File: config.mk
export PLATFORM = sky130hd
export DESIGN_NAME = pc_sequencer
export DESIGN_NICKNAME = d
export VERILOG_FILES = /design/src/rtl/pc_sequencer.sv
export SDC_FILE = /design/constraint.sdc
export NUM_CORES = 1
export LEC_CHECK = 0
export BUFFER_PORTS_ARGS = -buffer_cell sky130_fd_sc_hd__buf_4
export CAP_MARGIN = 20
export CORE_MARGIN = 5
export CORE_UTILIZATION = 55
export DETAILED_ROUTE_END_ITERATION = 7
export PLACE_DENSITY = 0.84
export RECOVER_POWER = 25
export SETUP_SLACK_MARGIN = 0.02
export SLEW_MARGIN = 20
export SYNTH_ARGS = -nofsm -noshare
export SYNTH_HDL_FRONTEND = slang
export SYNTH_SLANG_ARGS = --single-unit
File: constraint.sdc
create_clock -name CP -period 4.1 [get_ports CP]
set_clock_uncertainty 0.2 [all_clocks]
set_input_delay 0.205 -clock CP [delete_from_list [all_inputs] [get_ports CP]]
set_output_delay 0.205 -clock CP [all_outputs]
set_load 0.03 [all_outputs]
File: src/rtl/pc_sequencer.sv
// Program-counter sequencer: a chain of 4-bit counter slices with two-phase jump loading.
// Optional macro PC_HITMP_AUTOCLR_EN: a taken jump also clears the staged high part.
module pc_sequencer #(
    parameter int                   NIBBLES    = 4,
    parameter logic [4*NIBBLES-1:0] RESET_ADDR = '0
) (
    input  logic                   CP,
    input  logic                   _MR,
    input  logic                   INC,
    input  logic                   _PCHITMP_IN,
    input  logic                   _PCLO_IN,
    input  logic                   _JMP_COND,
    input  logic                   COND,
    input  logic [7:0]             D,
    output logic [4*NIBBLES-1:0]   PC,
    output logic [4*NIBBLES-9:0]   PCHITMP,
    output logic                   TC,
    output logic                   JUMPED,
    output logic                   FAULT
);

    localparam int W    = 4 * NIBBLES;
    localparam int HI_W = W - 8;

    typedef enum logic {
        IDLE,
        ARMED
    } state_t;

    state_t          state;
    logic [W-1:0]    pc_inc;
    logic [HI_W-1:0] d_hi;
    logic            take;
    logic            ripple;

    assign d_hi = HI_W'(D);
    assign take = ~_PCLO_IN | (~_JMP_COND & COND);

    // Each slice counts only while every lower slice is at 1111, like TC->CET on a 74163 chain.
    always_comb begin
        ripple = INC;
        pc_inc = PC;
        for (int i = 0; i < NIBBLES; i++) begin
            pc_inc[4*i +: 4] = PC[4*i +: 4] + {3'b000, ripple};
            ripple           = ripple & (PC[4*i +: 4] == 4'hF);
        end
    end

    assign TC = ripple;

    always_ff @(posedge CP or negedge _MR) begin
        if (!_MR) begin
            PC      <= RESET_ADDR;
            PCHITMP <= '0;
            JUMPED  <= 1'b0;
            FAULT   <= 1'b0;
            state   <= IDLE;
        end else begin
            if (!_PCHITMP_IN) begin
                PCHITMP <= d_hi;
                state   <= ARMED;
            end
`ifdef PC_HITMP_AUTOCLR_EN
            else if (take) begin
                PCHITMP <= '0;
                state   <= IDLE;
            end
`endif
            // The jump always uses the high part as it stood before this edge.
            if (take) begin
                PC     <= {PCHITMP, D};
                JUMPED <= 1'b1;
                if (state == IDLE) begin
                    FAULT <= 1'b1;
                end
            end else begin
                JUMPED <= 1'b0;
                if (INC) begin
                    PC <= pc_inc;
                end
            end
        end
    end

endmodule
==> impl_metrics.json <==
{
  "power.leakage_nw": 0.8266,
  "hold_depth": 3,
  "diodes": 0,
  "period_needed_ns": 1.968,
  "grt_overflow": 0,
  "synthTopCellsByArea": "dfrtp_1, a21oi_4, a21oi_1, ha_1, mux2_2",
  "cp-end-kind": "flop",
  "antenna_found_initial": 0,
  "syn_area_per_cell_um2": 12.25,
  "final_common_cell": "buf_4",
  "fin_nets": 192,
  "drc_errors": 0,
  "die_w_um": 62.12,
  "cts.sinks": 27,
  "slew_violations": 0,
  "vias_per_cell": 5.449,
  "num_rows": 18,
  "irDropWorstVdd_mv": 0.2768,
  "synth_nets": 145,
  "die_h_um": 62.12,
  "grt_usage": 0.1647,
  "synth_cells": 122,
  "setup_viol": 0,
  "drt_iter0_drc": 28,
  "cts_tree": "built",
  "io_pins": 42,
  "p_int_w": 0.0004272,
  "power.density_nw_per_um2": 352.9,
  "synth_top_area_share": 0.4523,
  "cp-start-kind": "flop",
  "p_total_w": 0.0006663,
  "dr.pass1.iters": 4,
  "post-cts-setup-buffers": 0,
  "post_cts_resized": 0,
  "cts_max_level": 1,
  "maxCapViolCount": 0,
  "hold_path.class": "primary input to flop",
  "p_sw_w": 0.0002391,
  "final-hold-violation-count": 0,
  "grt_setup_unrepaired": "no",
  "wire_per_inst_um": 15.55,
  "status": "completed",
  "clock-root-buffer": "clkbuf_4",
  "areaGrowthSynthToFinish_pct": 26.38,
  "p_clk_frac": 0.168,
  "fill_cells": 185,
  "ys_seq_elements": 27,
  "ant_nets": 0,
  "clkLatencyLatePin_ns": 0.32,
  "gp_congestion": 0.8030,
  "yosysSeqAreaShare": 0.4523,
  "start_util": 0.5870,
  "crit_type": "flop to flop",
  "worstMarginPinSlew_ns": 1.414,
  "synthesis.area_um2": 1494,
  "clk_path_buf_depth": 2,
  "cp_max_fo": 5,
  "critical_path_required_ns": 4.11,
  "clk_pin_slew_ns": 0.13,
  "hpwlAfterDp_um": 2301,
  "fin_setup_tns_ns": 0,
  "rr_worst_depth": 6,
  "layout-drive-gt1-share": 0.3810,
  "routed_wl_um": 3079,
  "grt_pass1_vias": 1090,
  "dp.cells": 184,
  "routed-via-count": 1079,
  "ys_types": 25,
  "worstPathArrival_ns": 1.98,
  "grt_pass1_wl_um": 5230,
  "io_buffers": 41,
  "yosysWarnings": 0,
  "core-area_um2": 2545,
  "switching_share": 0.3588,
  "pwr-share-seq": 0.488,
  "pwr-share-comb": 0.343,
  "cts_made_buffers": 3,
  "max_freq_mhz": 508.2,
  "post-route-period-util": 0.4800,
  "maxSlewHeadroom": 0.05704,
  "layoutNonFillerInstCount": 198,
  "synth_top_cell_by_area": "dfrtp_1",
  "layout_common_cells": "buf_4, dfrtp_1, a21oi_1",
  "die_area_um2": 3858,
  "grt_max_degree": 28
}
-- flip-flops by register name, indices dropped and copies added (netlist names) --
signal   cells
PC          16
JUMPED       1
PCHITMP      8
state        1
FAULT        1
-- power groups by stage --
stage / registers, W / logic [W] / clock network, W
floorplan: 0.000384 / 0.0000909 / 0
detailed placement: 0.000330 / 0.000223 / 0
CTS: 0.000325 / 0.000231 / 0.000114
global placement: 0.000329 / 0.000217 / 0
global route: 0.000331 / 0.000245 / 0.000123
finish: 0.000325 / 0.000229 / 0.000112
-- per-layer routing --
metal | up-vias | track usage | share of wire
li1 | 530 | - | -
met1 | 518 | 0.2202 | 0.45
met2 | 28 | 0.2681 | 0.49
met3 | 3 | 0.03777 | 0.054
met4 | 0 | 0.04065 | 0.0081
met5 | - | 0 | 0
-- final timing paths --
| check | from | slack [ns] | to |
|---|---|---|---|
| max in group asynchronous | _MR | 2.36 | PC[8] |
| hold reg to reg | state | 0.31 | FAULT |
| min in group asynchronous | _MR | 0.52 | PC[15] |
| setup / recovery | PC[5] | 2.13 | PC[13] |
| setup reg to reg | PC[5] | 2.13 | PC[13] |
| hold / removal | _PCLO_IN | 0.07 | PC[4] |
-- repair_timing --
item                                    4_1_cts  5_1_grt
endpoints found under the hold margin        44        0
hold buffers                                 10        0
endpoints found under the setup margin        0        0
-- worst max-delay path: stages, from the launching register on --
cell and delay (ns):
dfrtp_1 0.45, nand4_1 0.17, nor4_2 0.27, ha_1 0.21, ha_1 0.23, mux2i_1 0.25
a21oi_4 0.08
-- cells in the mapped netlist --
library cell / instances
a21oi_1: 24
a21oi_4: 8
and2_1: 1
and2_4: 1
and4_1: 1
buf_12: 1
buf_2: 4
buf_4: 1
buf_6: 2
clkbuf_1: 1
dfrtp_1: 27
ha_1: 8
inv_1: 1
mux2_2: 8
mux2i_1: 8
nand2_1: 5
nand2b_1: 1
nand2b_4: 1
nand3_2: 1
nand4_1: 6
nor2_1: 1
nor3_1: 1
nor4_2: 1
o21bai_4: 1
xor2_1: 8
-- through the flow --
step | util | hold slack (ns) | area (um^2) | setup slack [ns]
2_1_floorplan | - | -0.2906 | 1494 | 2.073
3_3_place_gp | 0.6937 | -0.06944 | 1765 | 2.187
3_5_place_dp | 0.6937 | -0.06724 | 1765 | 2.135
4_1_cts | 0.7434 | 0.05736 | 1892 | 2.112
5_1_grt | 0.7419 | 0.06903 | 1888 | 1.973
6_report | 0.7419 | 0.06891 | 1888 | 2.132
-- kinds of logic after synthesis --
logic type,after synthesis,share of synthesized area
buffers and inverters,10,0.05192
multiplexers,16,0.1139
adder cells (fa/ha/maj),8,0.06700
AO/OA/AOI/OAI,33,0.1801
AND/OR/NAND/NOR,20,0.08794
XOR/XNOR,8,0.04690
flip-flops,27,0.4523
-- cell type report --
class | instances | area (um^2) | share of cell area
clock buffers | 4 | 26.28 | 0.01392
inverters | 1 | 3.754 | 0.001988
multi-input cells | 85 | 740.7 | 0.3923
flip-flops and latches | 27 | 675.6 | 0.3579
well taps | 30 | 37.54 | 0.01988
repair buffers | 51 | 404.1 | 0.2140
No activity file was read; power rests on OpenSTA's default activity.
